### src/rtl/if_else_demod_298.sv
// If/else segment demodulator: picks the nearer reference per segment
// and packs decisions LSB-first into an NBITS-wide word with tie count.
module if_else_demod_298 #(
  parameter int NBITS = 32
) (
  input  logic        clk,
  input  logic        reset,
  input  logic        start,
  input  logic        seg_valid,
  output logic        seg_ready,
  input  logic [31:0] segment_in,
  input  logic [31:0] array_ref_wire,
  input  logic [31:0] array_ref_m_wire,
  output logic [31:0] bit_word,
  output logic        word_valid,
  input  logic        out_ready,
  output logic        busy,
  output logic [5:0]  tie_count
);

  typedef enum logic [1:0] {
    IDLE,
    COLLECT,
    HOLD
  } state_e;

  state_e      state_q;
  logic [4:0]  cnt_q;
  logic [31:0] word_q;
  logic [5:0]  tie_q;
  logic        seg_ready_q;
  logic        word_valid_q;
  logic        busy_q;

  logic [5:0]  dist_if_d;
  logic [5:0]  dist_else_d;
  logic        dec_d;
  logic        tie_d;
  logic        last_d;

  function automatic logic [5:0] popcnt(input logic [31:0] v);
    logic [5:0] c;
    c = '0;
    for (int i = 0; i < 32; i++) begin
      c = c + 6'(v[i]);
    end
    return c;
  endfunction

  assign dist_if_d   = popcnt(segment_in ^ array_ref_wire);
  assign dist_else_d = popcnt(segment_in ^ array_ref_m_wire);
  // Ties go to the if-section, mirroring the modulator's priority
  assign dec_d  = (dist_if_d <= dist_else_d);
  assign tie_d  = (dist_if_d == dist_else_d);
  assign last_d = (cnt_q == 5'(NBITS - 1));

  always_ff @(posedge clk or posedge reset) begin
    if (reset) begin
      state_q      <= IDLE;
      cnt_q        <= '0;
      word_q       <= '0;
      tie_q        <= '0;
      seg_ready_q  <= 1'b0;
      word_valid_q <= 1'b0;
      busy_q       <= 1'b0;
    end else begin
      unique case (state_q)
        IDLE: begin
          if (start) begin
            state_q     <= COLLECT;
            cnt_q       <= '0;
            word_q      <= '0;
            tie_q       <= '0;
            seg_ready_q <= 1'b1;
            busy_q      <= 1'b1;
          end
        end
        COLLECT: begin
          if (seg_valid) begin
            word_q <= word_q | (32'(dec_d) << cnt_q);
            if (tie_d && (tie_q != 6'd63)) begin
              tie_q <= tie_q + 6'd1;
            end
            if (last_d) begin
              state_q      <= HOLD;
              cnt_q        <= '0;
              seg_ready_q  <= 1'b0;
              word_valid_q <= 1'b1;
            end else begin
              cnt_q <= cnt_q + 5'd1;
            end
          end
        end
        HOLD: begin
          if (out_ready) begin
            state_q      <= IDLE;
            word_valid_q <= 1'b0;
            busy_q       <= 1'b0;
          end
        end
        default: begin
          state_q      <= IDLE;
          seg_ready_q  <= 1'b0;
          word_valid_q <= 1'b0;
          busy_q       <= 1'b0;
        end
      endcase
    end
  end

  assign seg_ready  = seg_ready_q;
  assign word_valid = word_valid_q;
  assign busy       = busy_q;
  assign bit_word   = word_q;
  assign tie_count  = tie_q;

endmodule

### config.mk
export PLATFORM = sky130hd
export DESIGN_NAME = if_else_demod_298
export DESIGN_NICKNAME = d
export VERILOG_FILES = /design/src/rtl/if_else_demod_298.sv
export SDC_FILE = /design/constraint.sdc
export NUM_CORES = 1
export LEC_CHECK = 0
export ABC_CLOCK_PERIOD_IN_PS = 2500
export BUFFER_PORTS_ARGS = -buffer_cell sky130_fd_sc_hd__buf_2
export CORE_ASPECT_RATIO = 1.25
export CORE_UTILIZATION = 41
export DETAILED_ROUTE_END_ITERATION = 8
export PLACE_DENSITY = 0.67
export SYNTH_ARGS = -nofsm -noshare
export SYNTH_HDL_FRONTEND = slang
export SYNTH_SLANG_ARGS = --single-unit
### constraint.sdc
create_clock -name clk -period 2.5 [get_ports clk]
set_input_delay 0.125 -clock clk [delete_from_list [all_inputs] [get_ports clk]]
set_output_delay 0.125 -clock clk [all_outputs]
set_load 0.1 [all_outputs]
* Word level (Yosys, flattened, before mapping) *
Cells that the tools add are included.

cells by class
  $add $sub $neg = 64
  magnitude comparators = 1
  equality and inequality tests = 10
  shifts and indexed selects = 1
  multiplexer cells = 25
  bitwise logic cells = 6
  reductions and logical operators = 9

operators by type and width
  cell                   number
  $add A6 B1 Y6          52
  $mux W32               2
  $pmux W32 S2           1
  $xor A32 B32 Y32       2
  $or A32 B32 Y32        1
  $shl A1 B5 Y32         1
  $mux W6                3
  $reduce_and A4 Y1      4
  $mux W5                3
  $add A5 B1 Y6          2
  $pmux W6 S2            1
  $add A4 B1 Y5          2
  $ne A2 B2 Y1 const B   5
  $pmux W5 S2            1
  $pmux W1 S3            3
  $add A3 B1 Y4          2
  $mux W2                4
  $add A2 B1 Y3          2
  $add A6 B1 Y6 const B  1
  $eq A6 B6 Y1           1
  $le A6 B6 Y1           1
  $mux W1                6
  $ne A6 B6 Y1 const B   1
  $pmux W2 S3            1
  other kinds (10)       14

word-level totals
  register bits after elaboration = 48
  word-level logic and storage cells = 123

* Longest topological paths before layout *
Gate-level depths: netlist of run 1.

  depth in word-level cells = 37
  gate-level depth with buffers = 25
  gate-level depth less buffers = 24

* Least setup slack after synthesis of run 1 *
No wires, ideal clock.

  kind = input to register
  from = in segment_in[11]
  to = reg tie_q[3] (netlist: tie_count[3])
  library setup time = 132 ps
  arrival time = 5727 ps
  data required time = 2368 ps
  path slack = -3359 ps
  cell stages on the path = 24
  cells stage by stage = xor2_1 fa_1 inv_1 fa_1 inv_1 fa_1 fa_1 inv_1 fa_1 fa_1 inv_1 ha_1 inv_1 fa_1 inv_1 a21o_1 a21oi_1 xor2_1 ha_1 and4_1 o2111ai_1 a2111oi_2 xnor2_1 nor2_1

between the ends
  longest elaborated chain between the ends = 26
  elaborated cells on any way between the ends = 48
  those cells by class = add/sub: 42; eq/ne: 2; bitwise: 2; reduce/logical: 2

RTL lines
  what                                        RTL line  text
  start, declared                             11        input logic [31:0] segment_in,
  $xor A32 B32 Y32, on equally long branches  50, 51
  $add A6 B1 Y6 (21 in a row)                 45        c = c + 6'(v[i]);
  $eq A6 B6 Y1 *                              54        assign tie_d = (dist_if_d == dist_else_d);
  $logic_and A1 B1 Y1 *                       81        if (tie_d && (tie_q != 6'd63)) begin
  $ne A2 B2 Y1 (no source line) *             --
  $reduce_and A4 Y1 (no source line) *        --
  end signal, assigned                        82        tie_q <= tie_q + 6'd1;
  end, declared                               30        logic [5:0] tie_q;

Mark *: on every way between the ends. The rest lies on a longest branch, timed or not.
A chain may end at the register's enable or synchronous reset.

* Worst setup path in the final report of run 1 *
  from = in segment_in[17]
  to = reg word_q[16] (netlist: bit_word[16])

between the ends
  longest elaborated chain between the ends = 21
  elaborated cells on any way between the ends = 37
  those cells by class = add/sub: 30; order compare: 1; shift: 1; mux: 2; bitwise: 3

RTL lines
  what                                        RTL line  text
  $xor A32 B32 Y32, on equally long branches  50, 51
  $add A6 B1 Y6 (15 in a row)                 45
  $le A6 B6 Y1 *                              53        assign dec_d = (dist_if_d <= dist_else_d);
  $shl A1 B5 Y32 *                            80        word_q <= word_q | (32'(dec_d) << cnt_q);
  $or A32 B32 Y32 *                           80
  $mux W32 *                                  79        if (seg_valid) begin
  $pmux W32 S2 *                              67        unique case (state_q)
  end signal, assigned                        80
  end, declared                               29        logic [31:0] word_q;

Mark *: on every way between the ends. The rest lies on a longest branch, timed or not. The select of a mux whose other input is x is not followed.

==> summary.md, run 1 <==
| Metric | Value |
|---|---|
| Status | complete, but fails checks |
| Failing checks | setup timing |
| MaxCap Viol Count | 0 |
| Slowest stage delay, CP | 0.53 ns |
| CP Class | in -> reg |
| Share of cells above drive strength 1 | 41.7% |
| Crit path time final | 5.68 ns |
| Worst skew pair latency | 0.28 ns |
| Syn Area/Cell | 10.2 µm² |
| Synthesized area | 4370 µm² |
| Cells after Synth | between 400 and 500 |
| Fmax | 176 MHz |
| Initial DRC count | 120 |
| Via density | 4.91 |
| Most common cell after layout, fill and taps aside | buf_2 |
| R2r endpoint | bit_word[1]$_DFFE_PP0P_ |
| Hold Violations, Final | 0 |
| CTS sink cnt | 48 |
| Worst-path clk slew | 0.07 ns |
| Root buffer cell | clkbuf_16 |
| Hold path depth | 2 |
| Setup TNS Final | -119.48 ns |
| WL per Instance | 13.6 µm |
| Post-synth EDFFs | 0 |
| Asr flop ratio synth | 100% |
| Data arrival time of the worst path | 5.89 ns |
| Yosys synthesis warning count | 0 |
| Relative slew margins | 58.6% |
| Global-route wire length before repair | roughly 17,000 µm |
| GR Layer Usage met2 | 35.1% |
| Htree depth | 2 |
| Gr usage total | 18.5% |
| Final period util | 227% |
| Antenna viol nets, final | 0 |
| Worst EP required | 2.71 ns |
| GR Util met1 | 20.8% |
| CTS tree | yes |
| Largest net degree at the start of global routing | 44 |
| Drt drc | 0 |
| Die Y | 117 µm |
| RSZ-0062 raised after global routing | yes |
| Critical path's top delay family | adder cells |
| Gr busiest metal | met2 |
| CP Capture Type | register |
| Top_reg_cell synth | dfrtp_1 |
| Met3 Track Usage GR | 2.52% |
| Startpoint Class | input pin |
| Worst-Margin Slew | slightly above 0.6 ns |
| Design area | 5900 µm² |
| Dpl cell area | 5440 µm² |
| Maximum clock path buffer count | 2 |
| Die area | ~11,000 µm² |
| Clock skew | 0.00523 ns |
| Rows | 41 |
| Syn-to-layout area delta | 34.9% |
| Synth cell types | 38 |
| Gr ovfl total | 0 |
| Post-synthesis sequential area ratio | approximately 27% |
| Placer Congestion | about 0.82 |
| TritonCTS Buffers | 5 |
| Commonest cells after routing, fill and taps aside | buf_2 (137), inv_1 (52), dfrtp_1 (48) |
| Die Width | 94.4 µm |
| DPL Wire Length | 8080 µm |
| Min-delay src | seg_valid |
| FF-to-FF path depth | 5 |
| Synthesized flop and latch total | 48 |
| Hold EP | state_q[0]$_DFFE_PP0P_ |
| Worst-path maximum fanout | 8 |
| DRT Pass-1 Iters | 4 |
| I/O Pins | 142 |
| CP most frequent cell | fa_1 |
| Antenna diodes | 0 |
| Worst r2r src | state_q[0]$_DFFE_PP0P_ |
| Vias | 3,578 |
| Hold Crit Class | in -> reg |
| Slew Viols, Final | 0 |
| Setup ws final | -3.18 ns |
| Antenna violations before repair | 0 |
| Syn nets | 602 |
| Flop-to-flop setup slack | 0.31 ns |
| Buf+Inv Stages, Crit Path | 8 |
| Initial Util | 42.8% |
| Final setup fails | 38 |
| Worst path slowest cell | fa_1 |
| Core region area | 10,200 µm² |
| Final Routed Wirelength | 9930 µm |
| Number of global-route vias before repair | a little under 4,000 |
| Final layout net count | slightly below 800 |
| PortBufs | 141 |
[worst register-to-register path, delay by kind of cell (launching register included)]
kind               cells  cell delay (ns)
AOI/OAI and AO/OA      2             0.31
and+or+nand+nor        2             0.76
muxes                  1             0.35
DFF                    1             0.66
[kinds of logic after synthesis]
logic type,share of synthesized area (%)
compound gates,13.1
xor+xnor,14.6
fa+ha+maj,28.6
buf+inv,6.44
flops,27.5
mux,0.458
simple gates,9.39
[what timing repair did]
action | 4_1_cts | 5_1_grt
gates resized for setup | 35 | 22
setup buffers | 4 | 3
hold buffers | 1 | 0
endpoints found under the hold margin | 5 | 0
endpoints found under the setup margin | 38 | 38
pin swaps | 20 | 9
[registers in the layout (all words and copies together), names as in the netlist]
| register | cells |
|---|---|
| bit_word | 32 |
| tie_count | 6 |
| cnt_q | 5 |
| state_q | 2 |
| busy | 1 |
| seg_ready | 1 |
| word_valid | 1 |
[through the flow]
stage                     setup WS [ns]  hold slack [ns]  cells  utilization (%)
final                             -3.18            0.107    728             57.8
after global routing              -3.38            0.113    728             57.8
after CTS                         -3.16           0.0937    726             56.6
after detailed placement          -3.60          0.00610    713             53.3
after global placement            -3.55          0.00512    713             53.3
after floorplan                   -3.13            0.234    430                -
[worst max-delay path by stage]
stage	startpoint	endpoint	slack, ns	cells past startpoint
6_report	segment_in[17]	bit_word[16]$_DFFE_PP0P_	-3.18	26
5_1_grt	array_ref_m_wire[21]	tie_count[3]$_DFFE_PP0P_	-3.38	25
4_1_cts	segment_in[21]	bit_word[2]$_DFFE_PP0P_	-3.16	26
3_5_place_dp	segment_in[15]	bit_word[14]$_DFFE_PP0P_	-3.60	25
3_3_place_gp	segment_in[15]	bit_word[11]$_DFFE_PP0P_	-3.55	25
2_1_floorplan	segment_in[21]	bit_word[0]$_DFFE_PP0P_	-3.13	25
[cells in the mapped netlist, types with 3 or more instances]
cell | count | area, µm²
inv_1 | 60 | 225
dfrtp_1 | 48 | 1200
fa_1 | 48 | 961
xor2_1 | 39 | 342
xnor2_1 | 34 | 298
nand2_1 | 28 | 105
o21ai_0 | 28 | 140
ha_1 | 23 | 288
nand3_1 | 14 | 70.1
nor2_1 | 14 | 52.6
a22o_1 | 10 | 87.6
nor2b_1 | 9 | 56.3
o21ai_2 | 9 | 78.8
a21oi_1 | 8 | 40.0
o21ba_2 | 8 | 80.1
clkbuf_1 | 7 | 26.3
a21o_1 | 5 | 37.5
o22ai_1 | 4 | 25.0
and3_1 | 3 | 18.8
nand2b_1 | 3 | 18.8
nand4_1 | 3 | 18.8
nor3_1 | 3 | 15.0
[per-layer routing]
metal  share of wire (%)  routed length (µm)
met2                  56                5570
met1                  38                3820
met3                 3.8                 375
met5                   0                   0
met4                 1.6                 162
[layout make-up]
type	instances	area [µm²]
Clock buffer	6	139
Multi-Input combinational cell	312	3170
Fill cell	901	4310
Sequential cell	48	1200
Tap cell	129	161
Inverter	60	225
Timing Repair Buffer	171	988
Clock inverter	2	13.8
Power of run 1 is not shown: default switching activity piles up to over one toggle a cycle in this logic, so the estimate is an artifact.
==> inputs of run 2 (changes only) <==
--- a/config.mk
+++ b/config.mk
@@ -9,8 +9,9 @@
 export BUFFER_PORTS_ARGS = -buffer_cell sky130_fd_sc_hd__buf_2
 export CORE_ASPECT_RATIO = 1.25
 export CORE_UTILIZATION = 41
+export CTS_BUF_LIST = sky130_fd_sc_hd__clkbuf_4 sky130_fd_sc_hd__clkbuf_8 sky130_fd_sc_hd__clkbuf_16
 export DETAILED_ROUTE_END_ITERATION = 8
-export PLACE_DENSITY = 0.67
+export PLACE_DENSITY = 0.73
 export SYNTH_ARGS = -nofsm -noshare
 export SYNTH_HDL_FRONTEND = slang
 export SYNTH_SLANG_ARGS = --single-unit
==> run 2 against run 1 <==
Effect of this change:
- the flow finishes with violations (hold timing, setup timing)
- die area is the same
- global-route usage down 0.53 points
- setup slack worse by 0.011 ns
- via count increased by 0.31%
- critical endpoint is now bit_word[3]$_DFFE_PP0P_
==> summary.md, run 2 (same netlist as run 1, synthesis figures left out) <==
| Metric | Value |
|---|---|
| Slew Viols, Final | 0 (unchanged) |
| Number of flip-flops in the largest register | 32 (unchanged) |
| Design area | 5880 µm² (was 5900 µm²) |
| Worst skew pair latency | 0.29 ns (was 0.28 ns) |
| RSZ-0062 raised after global routing | yes (unchanged) |
| Syn-to-layout area delta | 34.5% (was 34.9%) |
| Setup TNS Final | -117.24 ns (was -119.48 ns) |
| Htree depth | 2 (unchanged) |
| Antenna viol nets, final | 0 (unchanged) |
| Fmax | 176 MHz (about the same) |
| Via density | 4.94 (was 4.91) |
| Largest net degree at the start of global routing | 49 (was 44) |
| CP Capture Type | register (unchanged) |
| I/O Pins | 142 (unchanged) |
| Failing checks | hold timing, setup timing (was setup timing) |
| Data arrival time of the worst path | 5.90 ns (was 5.89 ns) |
| Multi-input gate area | 3180 µm² (was 3170 µm²) |
| Filler cell count | 884 (was 901) |
| Worst path slowest cell | fa_1 (unchanged) |
| Number of global-route vias before repair | 3,825 (was 3,866) |
| MaxCap Viol Count | 0 (unchanged) |
| Die area | 11,100 µm² (unchanged) |
| Reg area | 1200 µm² (unchanged) |
| Worst-path clk slew | 0.06 ns (was 0.07 ns) |
| Maximum clock path buffer count | 2 (unchanged) |
| Gr usage total | 18.0% (was 18.5%) |
| Worst-Margin Slew | 0.659 ns (was 0.621 ns) |
| Root buffer cell | clkbuf_16 (unchanged) |
| Commonest cells after routing, fill and taps aside | buf_2 (137), inv_1 (52), dfrtp_1 (48) (unchanged) |
| Share of cells above drive strength 1 | 41.4% (was 41.7%) |
| Final period util | 228% (was 227%) |
| DRT Pass-1 Iters | 5 (was 4) |
| Final setup fails | 38 (unchanged) |
| Rows | 41 (unchanged) |
| Worst EP required | 2.71 ns (about the same) |
| Initial Util | 42.8% (unchanged) |
| Global-route wire length before repair | 16,100 µm (was 16,700 µm) |
| CTS sink cnt | 48 (unchanged) |
| Startpoint Class | input pin (unchanged) |
| Die Width | 94.4 µm (unchanged) |
| Hold Crit Class | in -> async (was in -> reg) |
| Vias | 3,589 (was 3,578) |
| Highest routed layer | met4 (unchanged) |
| Slowest stage delay, CP | 0.54 ns (was 0.53 ns) |
| TritonCTS Buffers | 5 (unchanged) |
| Drt drc | 0 (unchanged) |
| FF-to-FF path depth | 5 (unchanged) |
| Gr ovfl total | 0 (unchanged) |
| # hold bufs at CTS | 0 (was 1) |
| CP Class | in -> reg (unchanged) |
| Final Routed Wirelength | 9860 µm (was 9930 µm) |
| Worst-path maximum fanout | 8 (unchanged) |
| Final layout net count | 769 (was 770) |
| Layout Cells excl Fill | 726 (was 728) |
| CTS tree | yes (unchanged) |
| CP most frequent cell | fa_1 (unchanged) |
| Die Y | 117 µm (unchanged) |
| PortBufs | 141 (unchanged) |
| Crit path time final | 5.69 ns (was 5.68 ns) |
| Most common cell after layout, fill and taps aside | buf_2 (unchanged) |
| Dpl cell area | 5460 µm² (was 5440 µm²) |
| WL per Instance | 13.6 µm (about the same) |
| Setup ws final | -3.19 ns (was -3.18 ns) |
| Relative slew margins | 56.0% (was 58.6%) |
| Hold Violations, Final | 37 (was 0) |
| Routed wire length on met2 | 5540 µm (was 5570 µm) |
| Placer Congestion | 0.789 (was 0.821) |
| DPL Wire Length | 8070 µm (was 8080 µm) |
| Placed cell count | 715 (was 713) |
| WL met1 | 3640 µm (was 3820 µm) |
| Antenna diodes | 0 (unchanged) |
| Status | complete, but fails checks (unchanged) |
| Antenna violations before repair | 0 (unchanged) |
| Core region area | 10,200 µm² (unchanged) |
| Clock skew | 0.00701 ns (was 0.00523 ns) |
| Met3 routed WL | 413 µm (was 375 µm) |
| Fin Hold WS | -0.0239 ns (was 0.107 ns) |
| Initial DRC count | 112 (was 120) |
## run 2: area by class of cell
type,instances,area share [%]
multi-input combinational,312,54.1
sequential,48,20.4
timing repair buffer,170,16.4
inverter,60,3.83
tap,129,2.75
clock buffer,6,2.36
clock inverter,1,0.149
## run 2: metrics by stage
step / util (%) / setup WS, ns
after detailed placement: 53.5 / -3.55
after global placement: 53.5 / -3.50
after global routing: 57.6 / -3.41
after CTS: 56.3 / -3.21
final: 57.6 / -3.19
after floorplan: - / -3.13
## run 2: repair_timing
action                                  in CTS  in global routing
endpoints found under the setup margin      38                 38
buffers inserted                             3                  2
gates resized for setup                     26                 31
pin swaps                                   13                 12
## run 2: layer usage
metal  global-route usage, %  vias to the layer above
met1                    19.5                     1728
li1                        -                     1730
met3                    2.71                       22
met2                    34.4                      109
met5                       0                        -
met4                    6.15                        0
## run 2: worst paths after layout
path | start | to | slack, ns
min in group clk | seg_valid | state_q[0]$_DFFE_PP0P_ | 0.10
worst max register to register | state_q[0]$_DFFE_PP0P_ | bit_word[1]$_DFFE_PP0P_ | 0.34
worst max-delay path | segment_in[21] | bit_word[3]$_DFFE_PP0P_ | -3.19
worst min-delay path | reset | bit_word[31]$_DFFE_PP0P_ | -0.02
max in group asynchronous | reset | cnt_q[4]$_DFFE_PP0P_ | 2.12
worst min register to register | bit_word[4]$_DFFE_PP0P_ | bit_word[4]$_DFFE_PP0P_ | 0.48
## run 2: critical path: cells and delay by family
family,cells,cell delay (ns)
adders and majority gates,9,3.77
and+or+nand+nor,3,0.88
buffers and inverters,7,0.44
AOI/OAI and AO/OA,4,0.38
xor gates and xnor gates,2,0.32
Power of run 2 is left out for the same reason.
